==> src/rtl/dbg_run_ctrl_if.sv <==
// ---------------------------------------------------------------------------
// dbg_run_ctrl_if
// Command channel between the debug command parser and the run-control
// sequencer.
//
//   cmd_vld  parser -> sequencer  command valid
//   cmd_rdy  sequencer -> parser  command ready (accept on vld & rdy)
//   cmd_op   parser -> sequencer  0=STEP 1=RUN 2=HALT 3=SETBP 4=CLRBP 5=CLRALL
//   cmd_idx  parser -> sequencer  breakpoint slot for SETBP/CLRBP
//   cmd_arg  parser -> sequencer  breakpoint address or step count
//   cmd_err  sequencer -> parser  one-cycle pulse when a command is rejected
//
// Modports: master (command parser), slave (run-control sequencer).
// ---------------------------------------------------------------------------
interface dbg_run_ctrl_if #(
  parameter int IDX_W = 2
);
  logic             cmd_vld;
  logic             cmd_rdy;
  logic [2:0]       cmd_op;
  logic [IDX_W-1:0] cmd_idx;
  logic [31:0]      cmd_arg;
  logic             cmd_err;

  modport master (
    output cmd_vld,
    output cmd_op,
    output cmd_idx,
    output cmd_arg,
    input  cmd_rdy,
    input  cmd_err
  );

  modport slave (
    input  cmd_vld,
    input  cmd_op,
    input  cmd_idx,
    input  cmd_arg,
    output cmd_rdy,
    output cmd_err
  );
endinterface

==> src/rtl/dbg_run_ctrl.sv <==
// ---------------------------------------------------------------------------
// dbg_run_ctrl
// Run-control sequencer for the debug unit's CPU clock. Accepts one-shot
// commands (step, run, halt, breakpoint set/clear), produces the gated
// cpu_clk pulse train (1 clk high, 2 clk low per pulse) and compares the
// IF-stage PC against a small breakpoint file after every pulse. A single
// registered 'done' pulse marks every stop so the front end can dump state.
//
// Parameters:
//   BP_NUM  number of breakpoint slots (power of two, 1..16)
//   IDX_W   slot index width, clog2(BP_NUM), minimum 1
//
// Ports:
//   clk         system clock
//   rst         synchronous active-high reset
//   cmd         command channel (dbg_run_ctrl_if.slave)
//   pc          CPU IF-stage PC, advanced by cpu_clk rising edge
//   cpu_clk     gated CPU clock, registered
//   running     high while a STEP or RUN is in progress
//   done        one-cycle stop event
//   stop_cause  0=step count exhausted, 1=breakpoint, 2=halt
//   bp_hit_idx  matching breakpoint slot, valid when stop_cause=1
//   cyc_cnt     CPU pulses issued since the last STEP/RUN
//
// Build option:
//   DBG_CYC_CNT_EN  when defined, cyc_cnt counts P_HI cycles; otherwise it
//                   is tied to zero and the counter is not built.
// ---------------------------------------------------------------------------
module dbg_run_ctrl #(
  parameter int BP_NUM = 4,
  parameter int IDX_W  = 2
) (
  input  logic             clk,
  input  logic             rst,
  dbg_run_ctrl_if.slave    cmd,
  input  logic [31:0]      pc,
  output logic             cpu_clk,
  output logic             running,
  output logic             done,
  output logic [1:0]       stop_cause,
  output logic [IDX_W-1:0] bp_hit_idx,
  output logic [31:0]      cyc_cnt
);

  typedef enum logic [1:0] {
    IDLE = 2'd0,
    P_HI = 2'd1,
    P_LO = 2'd2,
    CHK  = 2'd3
  } state_e;

  typedef enum logic [2:0] {
    OP_STEP   = 3'd0,
    OP_RUN    = 3'd1,
    OP_HALT   = 3'd2,
    OP_SETBP  = 3'd3,
    OP_CLRBP  = 3'd4,
    OP_CLRALL = 3'd5,
    OP_RSVD6  = 3'd6,
    OP_RSVD7  = 3'd7
  } op_e;

  typedef enum logic [1:0] {
    CAUSE_STEP = 2'd0,
    CAUSE_BP   = 2'd1,
    CAUSE_HALT = 2'd2
  } cause_e;

  state_e           state;
  state_e           next_state;
  op_e              op;
  cause_e           cause_q;
  cause_e           cause_nxt;

  logic             accept;
  logic             in_idle;
  logic             start;
  logic             is_halt;
  logic             is_rsvd;
  logic             bp_wr_ok;
  logic             idx_ok;
  logic             stop;
  logic             err_nxt;
  logic             cmd_err_q;

  logic             halt_pend;
  logic             step_mode;
  logic [15:0]      step_cnt;
  logic [15:0]      step_load;

  logic [BP_NUM-1:0] bp_en;
  logic [31:0]       bp_addr [BP_NUM];
  logic              bp_hit;
  logic [IDX_W-1:0]  bp_idx;

  // The sequencer never back-pressures; illegal commands are reported via
  // cmd_err instead.
  assign cmd.cmd_rdy = 1'b1;
  assign cmd.cmd_err = cmd_err_q;

  assign op        = op_e'(cmd.cmd_op);
  assign accept    = cmd.cmd_vld;
  assign in_idle   = (state == IDLE);
  assign is_halt   = (op == OP_HALT);
  assign is_rsvd   = (op == OP_RSVD6) || (op == OP_RSVD7);
  assign start     = accept && in_idle && ((op == OP_STEP) || (op == OP_RUN));
  assign bp_wr_ok  = accept && in_idle;
  assign idx_ok    = (int'(cmd.cmd_idx) < BP_NUM);
  assign step_load = (cmd.cmd_arg[15:0] == 16'd0) ? 16'd1 : cmd.cmd_arg[15:0];

  // Rejected: reserved ops anywhere, and anything but HALT while a
  // STEP/RUN is in flight.
  assign err_nxt   = accept && (is_rsvd || (!in_idle && !is_halt));

  // Breakpoint match. Scanning from the top down lets the lowest matching
  // slot win when several enabled entries hold the same address.
  always_comb begin
    bp_hit = 1'b0;
    bp_idx = '0;
    for (int i = BP_NUM - 1; i >= 0; i--) begin
      if (bp_en[i] && (bp_addr[i] == pc)) begin
        bp_hit = 1'b1;
        bp_idx = IDX_W'(i);
      end
    end
  end

  // FSM state register.
  always_ff @(posedge clk) begin
    if (rst) begin
      state <= IDLE;
    end else begin
      state <= next_state;
    end
  end

  // Next-state and stop decision. CHK is the cycle after the low phase, so
  // pc has settled from the last cpu_clk rising edge. Stop priority is
  // breakpoint, then pending halt, then step exhaustion.
  always_comb begin
    next_state = state;
    stop       = 1'b0;
    cause_nxt  = cause_q;
    case (state)
      IDLE: begin
        if (start) begin
          next_state = P_HI;
        end
      end
      P_HI: begin
        next_state = P_LO;
      end
      P_LO: begin
        next_state = CHK;
      end
      CHK: begin
        if (bp_hit) begin
          stop      = 1'b1;
          cause_nxt = CAUSE_BP;
        end else if (halt_pend) begin
          stop      = 1'b1;
          cause_nxt = CAUSE_HALT;
        end else if (step_mode && (step_cnt == 16'd1)) begin
          stop      = 1'b1;
          cause_nxt = CAUSE_STEP;
        end
        next_state = stop ? IDLE : P_HI;
      end
      default: begin
        next_state = IDLE;
      end
    endcase
  end

  // Registered outputs and run bookkeeping. cpu_clk and running follow the
  // next state so they line up with the state they describe; done and
  // cmd_err pulse one cycle after their cause.
  always_ff @(posedge clk) begin
    if (rst) begin
      cpu_clk    <= 1'b0;
      running    <= 1'b0;
      done       <= 1'b0;
      cmd_err_q  <= 1'b0;
      cause_q    <= CAUSE_STEP;
      bp_hit_idx <= '0;
      halt_pend  <= 1'b0;
      step_mode  <= 1'b0;
      step_cnt   <= 16'd0;
    end else begin
      cpu_clk   <= (next_state == P_HI);
      running   <= (next_state != IDLE);
      done      <= stop;
      cmd_err_q <= err_nxt;

      if (start) begin
        step_mode <= (op == OP_STEP);
        step_cnt  <= step_load;
      end else if ((state == CHK) && !stop && step_mode) begin
        step_cnt <= step_cnt - 16'd1;
      end

      // A halt arriving in the same CHK that stops for another reason is
      // absorbed by that stop rather than left pending for the next run.
      if (start || stop) begin
        halt_pend <= 1'b0;
      end else if (accept && is_halt && !in_idle) begin
        halt_pend <= 1'b1;
      end

      if (stop) begin
        cause_q <= cause_nxt;
        if (cause_nxt == CAUSE_BP) begin
          bp_hit_idx <= bp_idx;
        end
      end
    end
  end

  assign stop_cause = cause_q;

  // Breakpoint enables; only reachable from IDLE.
  always_ff @(posedge clk) begin
    if (rst) begin
      bp_en <= '0;
    end else if (bp_wr_ok) begin
      case (op)
        OP_SETBP: if (idx_ok) bp_en[cmd.cmd_idx] <= 1'b1;
        OP_CLRBP: if (idx_ok) bp_en[cmd.cmd_idx] <= 1'b0;
        OP_CLRALL: bp_en <= '0;
        default: ;
      endcase
    end
  end

  // Breakpoint addresses carry no reset; an entry is meaningless until its
  // enable is set, which happens together with the address write.
  always_ff @(posedge clk) begin
    if (bp_wr_ok && (op == OP_SETBP) && idx_ok) begin
      bp_addr[cmd.cmd_idx] <= cmd.cmd_arg;
    end
  end

`ifdef DBG_CYC_CNT_EN
  logic [31:0] cyc_cnt_q;

  // Pulse counter: cleared at run start, one count per high phase, holds
  // across the stop so the front end can read it with the dump.
  always_ff @(posedge clk) begin
    if (rst) begin
      cyc_cnt_q <= 32'd0;
    end else if (start) begin
      cyc_cnt_q <= 32'd0;
    end else if (state == P_HI) begin
      cyc_cnt_q <= cyc_cnt_q + 32'd1;
    end
  end

  assign cyc_cnt = cyc_cnt_q;
`else
  assign cyc_cnt = 32'd0;
`endif

endmodule

==> src/flat_wrapper.sv <==
// flat-port wrapper written by rule: the top's interface ports become plain ports
module dbg_run_ctrl_flat 
#(
  parameter int BP_NUM = 4,
  parameter int IDX_W  = 2
)
  (clk, rst, pc, cpu_clk, running, done, stop_cause, bp_hit_idx, cyc_cnt, cmd_cmd_vld, cmd_cmd_op, cmd_cmd_idx, cmd_cmd_arg, cmd_cmd_rdy, cmd_cmd_err);
  dbg_run_ctrl_if #(.IDX_W(IDX_W)) cmd_i ();
  input  logic clk;
  input  logic rst;
  input  logic [31:0] pc;
  output logic cpu_clk;
  output logic running;
  output logic done;
  output logic [1:0] stop_cause;
  output logic [IDX_W-1:0] bp_hit_idx;
  output logic [31:0] cyc_cnt;
  input wire logic [$bits(cmd_i.cmd_vld)-1:0] cmd_cmd_vld;
  input wire logic [$bits(cmd_i.cmd_op)-1:0] cmd_cmd_op;
  input wire logic [$bits(cmd_i.cmd_idx)-1:0] cmd_cmd_idx;
  input wire logic [$bits(cmd_i.cmd_arg)-1:0] cmd_cmd_arg;
  output wire logic [$bits(cmd_i.cmd_rdy)-1:0] cmd_cmd_rdy;
  output wire logic [$bits(cmd_i.cmd_err)-1:0] cmd_cmd_err;
  assign cmd_i.cmd_vld = cmd_cmd_vld;
  assign cmd_i.cmd_op = cmd_cmd_op;
  assign cmd_i.cmd_idx = cmd_cmd_idx;
  assign cmd_i.cmd_arg = cmd_cmd_arg;
  assign cmd_cmd_rdy = cmd_i.cmd_rdy;
  assign cmd_cmd_err = cmd_i.cmd_err;
  dbg_run_ctrl #(.BP_NUM(BP_NUM), .IDX_W(IDX_W)) u_core (.clk(clk), .rst(rst), .cmd(cmd_i), .pc(pc), .cpu_clk(cpu_clk), .running(running), .done(done), .stop_cause(stop_cause), .bp_hit_idx(bp_hit_idx), .cyc_cnt(cyc_cnt));
endmodule
==> config.mk <==
export PLATFORM = sky130hd
export DESIGN_NAME = dbg_run_ctrl_flat
export DESIGN_NICKNAME = d
export VERILOG_FILES = /design/src/rtl/dbg_run_ctrl_if.sv /design/src/rtl/dbg_run_ctrl.sv /design/src/flat_wrapper.sv
export SDC_FILE = /design/constraint.sdc
export NUM_CORES = 1
export LEC_CHECK = 0
export BUFFER_PORTS_ARGS = -buffer_cell sky130_fd_sc_hd__buf_2
export CAP_MARGIN = 10
export CORE_MARGIN = 4
export CORE_UTILIZATION = 50
export DETAILED_ROUTE_END_ITERATION = 8
export PLACE_DENSITY = 0.77
export REMOVE_ABC_BUFFERS = 1
export SLEW_MARGIN = 20
export SYNTH_ARGS = -nofsm -noshare
export SYNTH_HDL_FRONTEND = slang
export SYNTH_SLANG_ARGS = --single-unit
==> constraint.sdc <==
create_clock -name clk -period 5.4 [get_ports clk]
set_input_delay 1.62 -clock clk [delete_from_list [all_inputs] [get_ports clk]]
set_output_delay 1.62 -clock clk [all_outputs]
set_load 0.01 [all_outputs]
* Word-level counts from Yosys, hierarchy flattened
Memory sizes are Yosys's and may differ from the RTL's. Cells that the tools add are included.
Operators by class: muxes and demuxes 28, add/subtract/negate cells 1, shift operators 0, bitwise operators 3, magnitude comparators 2, reductions and logical operators 31, multiply operators 0, equal/unequal tests 17, div/mod/pow operators 0
Operator list (count):
- 32-bit equality test | 4
- 16-bit two-way mux | 3
- 2-bit two-way mux | 9
- 16-bit by 1-bit equality test with 1-bit output, second input constant | 1
- 16-bit logical NOT | 1
- 16-bit by 1-bit subtractor with 16-bit output, second input constant | 1
- 1-bit logical AND | 15
- 1-bit two-way mux | 13
- 3-bit equality test, second input constant | 4
- 4-bit case mux with 3 select lines | 1
- 2-bit case mux with 4 select lines | 1
- 2-bit by 1-bit equality test with 1-bit output, second input constant | 3
- 3-bit by 2-bit equality test with 1-bit output, second input constant | 2
- 4-bit AND | 1
- 2-bit equality test, second input constant | 2
- 1-bit logical OR | 4
- 4-bit NOT | 1
- 4-bit bitwise OR | 1
- 2-bit AND reduction | 2
- 2-bit nonzero test | 2
- 3-bit by 1-bit equality test with 1-bit output, second input constant | 1
- 1-bit logical NOT | 3
- 3-bit logical NOT | 1
- 2-bit by 3-bit < comparator with 1-bit output, second input constant | 1
- 5 further kinds | 5
Word-level totals: memories 1, bits of input ports 72, bits in writable memories 128, output and inout bits 41, bits in registers 32, word-level logic and storage cells 94, ROM bits 0, latch bits 0
Memories:
- u_core.bp_addr | words 4, width 32, rd ports 4, clocked after Yosys merged registers in 0, wr ports 1, RTL line dbg_run_ctrl.sv:92 | logic [31:0] bp_addr [BP_NUM];

* Longest topological paths before layout
Gate-level depths: netlist of run 1. An unclocked memory read counts as a cell.
depth in word-level cells 15, mapped depth 9, gate-level depth less buffers 9

* Worst setup path before layout of run 1
OpenSTA, ideal clock, no wires.
path type input -> register, start input cmd_cmd_vld, end memory u_core.bp_addr[3][0] (enable), arrival time 4.273 ns, data required time 4.937 ns, setup time 0.463 ns, stages on the path 3, buffers on the path 0, setup slack 0.664 ns, path through nor2b_1 > nand4_1 > nor3_1
Between the ends: word-level cells in the longest chain between the ends 4
Ends and longest elaborated chain:
- from (decl) | RTL line flat_wrapper.sv:18 | input wire logic [$bits(cmd_i.cmd_vld)-1:0] cmd_cmd_vld;
- 1-bit logical AND | RTL line dbg_run_ctrl.sv:107 | assign bp_wr_ok = accept && in_idle;
- 1-bit logical AND | RTL line dbg_run_ctrl.sv:238 | if (bp_wr_ok && (op == OP_SETBP) && idx_ok) begin
- 1-bit two-way mux | RTL line dbg_run_ctrl.sv:238
- 1-bit two-way mux (implied by the code) | RTL line dbg_run_ctrl.sv:239 | bp_addr[cmd.cmd_idx] <= cmd.cmd_arg;
- to (decl) | RTL line dbg_run_ctrl.sv:92
No other way between the ends.

* Final worst setup path of run 1
start input pc[0], end register u_core.step_cnt[5]
Between the ends: word-level cells in the longest chain between the ends 13, elaborated cells between the ends (all ways) 19, those cells by class 4 x eq/ne; 7 x mux; 8 x reduce/logical
Ends and longest elaborated chain:
- from (decl) | RTL line flat_wrapper.sv:11 | input logic [31:0] pc;
- 32-bit equality test | RTL line dbg_run_ctrl.sv:121 | if (bp_en[i] && (bp_addr[i] == pc)) begin
- 1-bit logical AND | RTL line dbg_run_ctrl.sv:121
- 1-bit two-way mux (3 in series) | RTL line dbg_run_ctrl.sv:121
- 1-bit two-way mux (*) | RTL line dbg_run_ctrl.sv:121
- 1-bit two-way mux (*) | RTL line dbg_run_ctrl.sv:157 | if (bp_hit) begin
- 1-bit two-way mux (*) (2 in series) | RTL line dbg_run_ctrl.sv:144 | case (state)
- 1-bit logical NOT (*) | RTL line dbg_run_ctrl.sv:198 | end else if ((state == CHK) && !stop && step_mode) begin
- 1-bit logical AND (*) (2 in series) | RTL line dbg_run_ctrl.sv:198
- 2-bit nonzero test (no line) (*)
- to (signal assigned) | RTL line dbg_run_ctrl.sv:197 | step_cnt <= step_load;
- to (signal assigned) | RTL line dbg_run_ctrl.sv:199 | step_cnt <= step_cnt - 16'd1;
- to (decl) | RTL line dbg_run_ctrl.sv:88 | logic [15:0] step_cnt;
Every way passes the cells marked *; elsewhere a longest branch is shown, timed or not. The select of a mux whose other input is x is not followed. A chain may end at the register's enable or synchronous reset.

==> metrics.txt, run 1 <==
CP required approximately 5.7 ns; post-CTS setup-driven buffer insertion count 0; Worst-Margin Slew approximately 0.74 ns; routed vias about 4900; Syn Inst Count slightly below 600; share of layout cells above drive strength 1 roughly 18%; startpoint types input pin; First-pass DRT Iterations 5; CP endpoint u_core.step_cnt[5]; Slew headroom about 50%; nets between 700 and 800; launch point of the worst path pc[0]; hold buffers post-CTS 0; DRT iter0 DRCs 475; LEAKAGE a little over 0.003 uW; Ys Warns 0; initial antenna violation count 1; PostCTS Resize Cnt 0; drc violations 0; Mapped Avg Cell Area roughly 13 um2; latest clock arrival within the worst-skew pair around 0.42 ns; Hold/Removal Path Class reg -> reg; RSZ-0062 raised after global routing no; Arr. time, crit path ~4 ns; area of the multi-input gates roughly 0.0027 mm2; Design Power slightly below 3000 uW; H-tree levels 4; Antenna diodes 0; outcome finished, final reports clean; Max Clock Skew ~0.009 ns; grt ovf 0; Final Hold Violating Endpoints 0; routability cong. between 0.8 and 0.9; io pins approximately 110; Finish-stage setup viols 0; CP cell instances buf_2 -> xor2_1 -> nor4_1 -> nand4_1 -> or4_1 -> nand4_1 -> buf_4 -> o31ai_1 -> a311oi_1; sequential area share after synthesis just over 60%; gr usage total a little over a fifth; Max FO, Critical Path 33; delay of the slowest critical-path stage approximately 0.60 ns; CTS sink cnt 160; top_reg_cell synth edfxtp_1; Die Area between 0.015 and 0.02 mm2; Synth-to-Final Area Change 14.7%; Post-DP HPWL around 13 mm; post-route cell area roughly 0.0085 mm2; Setup crit end kind flip-flop; FILL cells between 1000 and 1500; largest net degree at the start of global routing 34; Slowest-stage cell, CP or4_1; setup slack, reg-to-reg approximately 2.4 ns; Tcrit/Tclk final ~69%; FF/Latch Area about 0.0045 mm2; Num CTS Buffers 17; Peak Freq between 200 and 300 MHz; Core Rows 44; drt total wl between 15 and 20 mm; unique cell type count in the Yosys netlist 49; CTS tree yes; Chip Height between 100 and 150 um; clock slew seen by the registers of the worst setup and hold paths roughly 0.060 ns; vias in the first global route ~4800; r2r startpoint u_core.step_cnt[4]; floorplan core area about 0.015 mm2; Starting Density between 50 and 60%; Yosys reg bits 160; max-slew violation count 0; reg-to-reg critical path endpoint u_core.step_cnt[5]; Post-synth EDFFs 128; Tmin final around 3.7 ns; wire per inst approximately 20 um; DIE WIDTH about 130 um; ys async rst share 0%; Reg2Reg Depth 7; VDD IR-drop max ~0.22 mV; Top cell by count, worst path nand4_1; cell area power density about 340 mW/mm2; setup TNS 0 ns; Vias/cell 5.64; first-pass GRT wire length approximately 27 mm; DP Area between 0.007 and 0.008 mm2; IO buf count approximately 80; Mapped Area 0.00740 mm2; Max-Cap Viols 0; Clock Path Buffers 2; DRT antenna net count 0; Clk Tree Root Cell clkbuf_16; Crit Path Category in -> reg
## cells in the final DEF (no fill, tap or decap), drive strengths merged, types with 3 or more instances in the layout
cell type and count:
a21oi 19, a211oi 5, xor2 83, ha 5, clkbuf 20, conb 33, xnor2 35, nand2b 10
edfxtp 128, inv 20, o31ai 11, or3 8, clkinvlp 3, a2111o 3, buf 84, nand2 22
or2 6, bufinv 4, nand4 12, clkinv 5, nor3 14, a311oi 10, nor3b 3, nand3 9
nor2b 9, or4 17, dfxtp 32, o21ai 7, nor4 26, nor2 26
## synth_stat cells, drive strengths merged, types with 2 or more instances
cell | n | area [um2]
or4 | 17 | 143
ha | 5 | 62.6
nor3 | 14 | 70.1
nand2 | 22 | 82.6
o21ai | 7 | 35.0
o2111ai | 2 | 17.5
a311oi | 10 | 87.6
buf | 40 | 280
inv | 20 | 75.1
a21oi | 19 | 95.1
nor3b | 3 | 22.5
a2111o | 3 | 33.8
conb | 2 | 7.51
or2 | 6 | 37.5
edfxtp | 128 | 3840
nand3 | 9 | 45.0
nand2b | 10 | 62.6
o21a | 2 | 15.0
dfxtp | 32 | 641
xor2 | 83 | 727
nand4 | 12 | 75.1
nor2 | 26 | 97.6
nor4 | 26 | 163
xnor2 | 35 | 307
a21o | 2 | 15.0
clkbuf | 6 | 22.5
or3 | 8 | 52.6
a211oi | 5 | 37.5
nor2b | 9 | 56.3
o31ai | 11 | 82.6
## worst min-delay path by stage
stage / start / to / slack [ns] / cells past startpoint
after floorplan: u_core.bp_en[1] / u_core.bp_en[1] / 0.44 / 2
after global placement: u_core.bp_hit_idx[0] / u_core.bp_hit_idx[0] / 0.46 / 2
after detailed placement: u_core.bp_hit_idx[0] / u_core.bp_hit_idx[0] / 0.46 / 2
after CTS: u_core.stop_cause[1] / u_core.stop_cause[1] / 0.49 / 2
after global routing: u_core.bp_en[1] / u_core.bp_en[1] / 0.52 / 2
final: u_core.bp_hit_idx[0] / u_core.bp_hit_idx[0] / 0.49 / 2
## per-stage QoR
step	utilization (%)	cells	setup WS, ns	hold slack [ns]
2_1_floorplan	-	572	0.664	0.444
3_3_place_gp	54.2	840	1.26	0.462
3_5_place_dp	54.2	840	1.23	0.464
4_1_cts	58.4	872	1.67	0.488
5_1_grt	58.4	872	1.47	0.523
6_report	58.4	872	1.66	0.489
## cell type report
cell class	count	share of cell area [%]
timing repair buffer	84	5.10
tap	184	2.71
sequential	160	52.9
clock inverter	12	1.96
clock buffer	20	5.15
inverter	20	0.885
multi-input combinational	392	31.3
## cell families (layout without fill, tap and decap cells)
| group | after synthesis | in the layout | share of synthesized area, % |
|---|---|---|---|
| buf+inv | 66 | 136 | 5.11 |
| xor+xnor | 118 | 118 | 14.0 |
| simple gates | 165 | 165 | 12.6 |
| flops | 160 | 160 | 60.6 |
| compound gates | 71 | 71 | 6.80 |
| other cells | 2 | 33 | 0.101 |
| fa+ha+maj | 5 | 5 | 0.845 |
## flip-flops by register name, summed over array words and instances (netlist names)
register / cells
u_core.bp_addr: 128
u_core.bp_en: 4
u_core.bp_hit_idx: 2
u_core.cmd.cmd_err: 1
u_core.cpu_clk: 1
u_core.done: 1
u_core.halt_pend: 1
u_core.running: 1
u_core.state: 2
u_core.step_cnt: 16
u_core.step_mode: 1
u_core.stop_cause: 2
## layer usage
metal | vias up | part of all wire [%] | track usage [%]
li1 | 2276 | - | -
met4 | 2 | 1.4 | 6.48
met3 | 25 | 7.6 | 4.29
met5 | - | 0.045 | 0
met1 | 2409 | 40 | 27.7
met2 | 205 | 50 | 36.0
## critical path: cells and delay by family
kind / cells / cell delay, ns
buf+inv: 2 / 0.47
compound gates: 2 / 0.42
xor+xnor: 1 / 0.18
simple gates: 4 / 1.35
## report_power, final
part / switching (uW) / internal, uW
sequential: 21.9 / 1370
clock: 459 / 767
combinational: 188 / 122
(Power assumes the default switching activity.)
==> run 2: changes to the inputs <==
Clock period 5.4 ns to 3.8 ns, I/O delays scaled along.
==> run 2 against run 1 <==
Total power is 40% higher. Count of clock-buffer cells in the layout is 3 lower. Combinational power is 42% higher. Clock skew hardly changed. Wire length is 2.0% lower. Clock power is 37% higher. Largest power group unchanged. Highest routed layer unchanged.
==> metrics.txt, run 2 (synthesis gave the netlist of run 1 again) <==
Vias/cell 5.61; floorplan core area 0.0145 mm2; hold path start u_core.bp_hit_idx[0]; Antenna diodes 0; Clk Tree Root Cell clkbuf_16; Max-Cap Viols 0; startpoint types input pin; Design Power a little over 4000 uW; Finish-stage setup viols 0; Max FO, Critical Path 33; DIE WIDTH between 100 and 150 um; Reg2Reg Depth 7; post-route cell area roughly 0.0085 mm2; nets 753; Slew headroom roughly 60%; DRT iter0 DRCs around 480; Final Hold Violating Endpoints 0; Num CTS Buffers 17; Core Rows 44; Peak Freq ~310 MHz; Max Clock Skew between 0.008 and 0.009 ns; H-tree levels 4; commonest cells after routing, fill and taps aside 128 x edfxtp_1, 83 x xor2_1, 79 x buf_2; Regs by FF count u_core.bp_addr x128, u_core.step_cnt x16, u_core.bp_en x4; reg-to-reg critical path endpoint u_core.step_cnt[12]; grt ovf 0; Crit Path Category in -> reg; io pins about 110; PostCTS Resize Cnt 0; Tcrit/Tclk final a little over four fifths; setup slack, reg-to-reg 0.85 ns; VDD IR-drop max between 0.2 and 0.3 mV; gr usage total 21.1%; DRT antenna net count 0; Worst-Margin Slew about 0.6 ns; CP required approximately 4.1 ns; max-slew violation count 0; DP Area slightly below 0.008 mm2; RSZ-0062 raised after global routing no; Synth-to-Final Area Change 14.7%; cell area power density approximately 480 mW/mm2; CTS sink cnt between 150 and 200; Chip Height between 100 and 150 um; Die Area 0.0168 mm2; largest net degree at the start of global routing 34; LEAKAGE 0.00308 uW; worst hold slack 0.476 ns; Hold/Removal Path Class reg -> reg; latest clock arrival within the worst-skew pair 0.42 ns; first-pass GRT wire length about 26 mm; r2r startpoint u_core.step_cnt[4]; Tmin final roughly 3.2 ns; leading cell type in the layout, fill and taps excluded edfxtp_1; wire per inst 19.8 um; Clock Path Buffers 2; First-pass DRT Iterations 5; outcome finished, final reports clean; IO buf count 79; clock slew seen by the registers of the worst setup and hold paths 0.06 ns; Largest Register u_core.bp_addr; initial antenna violation count 1; vias in the first global route roughly 4900; CTS tree yes; Starting Density approximately half; Arr. time, crit path between 3 and 4 ns; drt total wl between 15 and 20 mm; Post-DP HPWL 12.5 mm; max FFs per register roughly 130; routed vias 4900; hold buffers post-CTS 0; Setup crit end kind flip-flop; share of layout cells above drive strength 1 19.2%; Worst Hold Path EP u_core.bp_hit_idx[0]; drc violations 0; Worst Hold Path Cells 2; post-CTS setup-driven buffer insertion count 0; routability cong. 0.895
-- run 2: changes by cell type in the layout (fill, tap and decap cells not counted), sizes merged --
cell      before  now
clkinv         5    4
inv           20   24
clkinvlp       3    5
buf           84   85
bufinv         4    2
clkbuf        20   17
-- run 2: through the flow --
step                      instances  worst slack, ns  util (%)  setup TNS [ns]
final                           873            0.587      58.4               0
after global routing            873            0.475      58.4               0
after CTS                       873            0.614      58.4               0
after detailed placement        841            0.197      54.4               0
after global placement          841            0.232      54.4               0
after floorplan                 572           -0.456         -          -14.92
-- run 2: worst max path at each step --
stage	start	to	depth (start not counted)
finish	pc[2]	u_core.step_cnt[5]	9
global route	pc[30]	u_core.step_cnt[5]	9
CTS	pc[30]	u_core.step_cnt[5]	9
detailed placement	pc[0]	u_core.step_cnt[9]	9
global placement	pc[2]	u_core.step_cnt[3]	9
floorplan	cmd_cmd_vld	u_core.bp_addr[3][0]	3
-- run 2: layout make-up --
type / instances / area (um2)
multi-input cells: 392 / 2660
repair buffers: 85 / 453
inverters: 20 / 75.1
clock buffers: 17 / 425
clock inverters: 15 / 160
flip-flops and latches: 160 / 4480
fillers: 1153 / 6050
well taps: 184 / 230
-- run 2: routing by layer --
metal	track usage, %	wire length (um)	vias up
li1	-	-	2281
met1	26.3	6920	2361
met2	36.2	8610	222
met3	5.32	1340	34
met4	6.91	375	2
met5	0	7	-
-- run 2: where the power goes --
part           leakage (uW)  internal, uW  switching (uW)  total, uW
combinational       0.00140           175             265        440
clock              0.000273           973             702       1680
sequential          0.00141          1940            31.4       1970
total               0.00308          3090             998       4090
-- run 2: critical path: stages --
cell and delay (ns):
buf_2 0.14, xor2_1 0.16, nor4_1 0.53, nand4_1 0.20
or4_1 0.60, nand4_1 0.17, buf_12 0.20, o31ai_1 0.09
a311oi_1 0.28
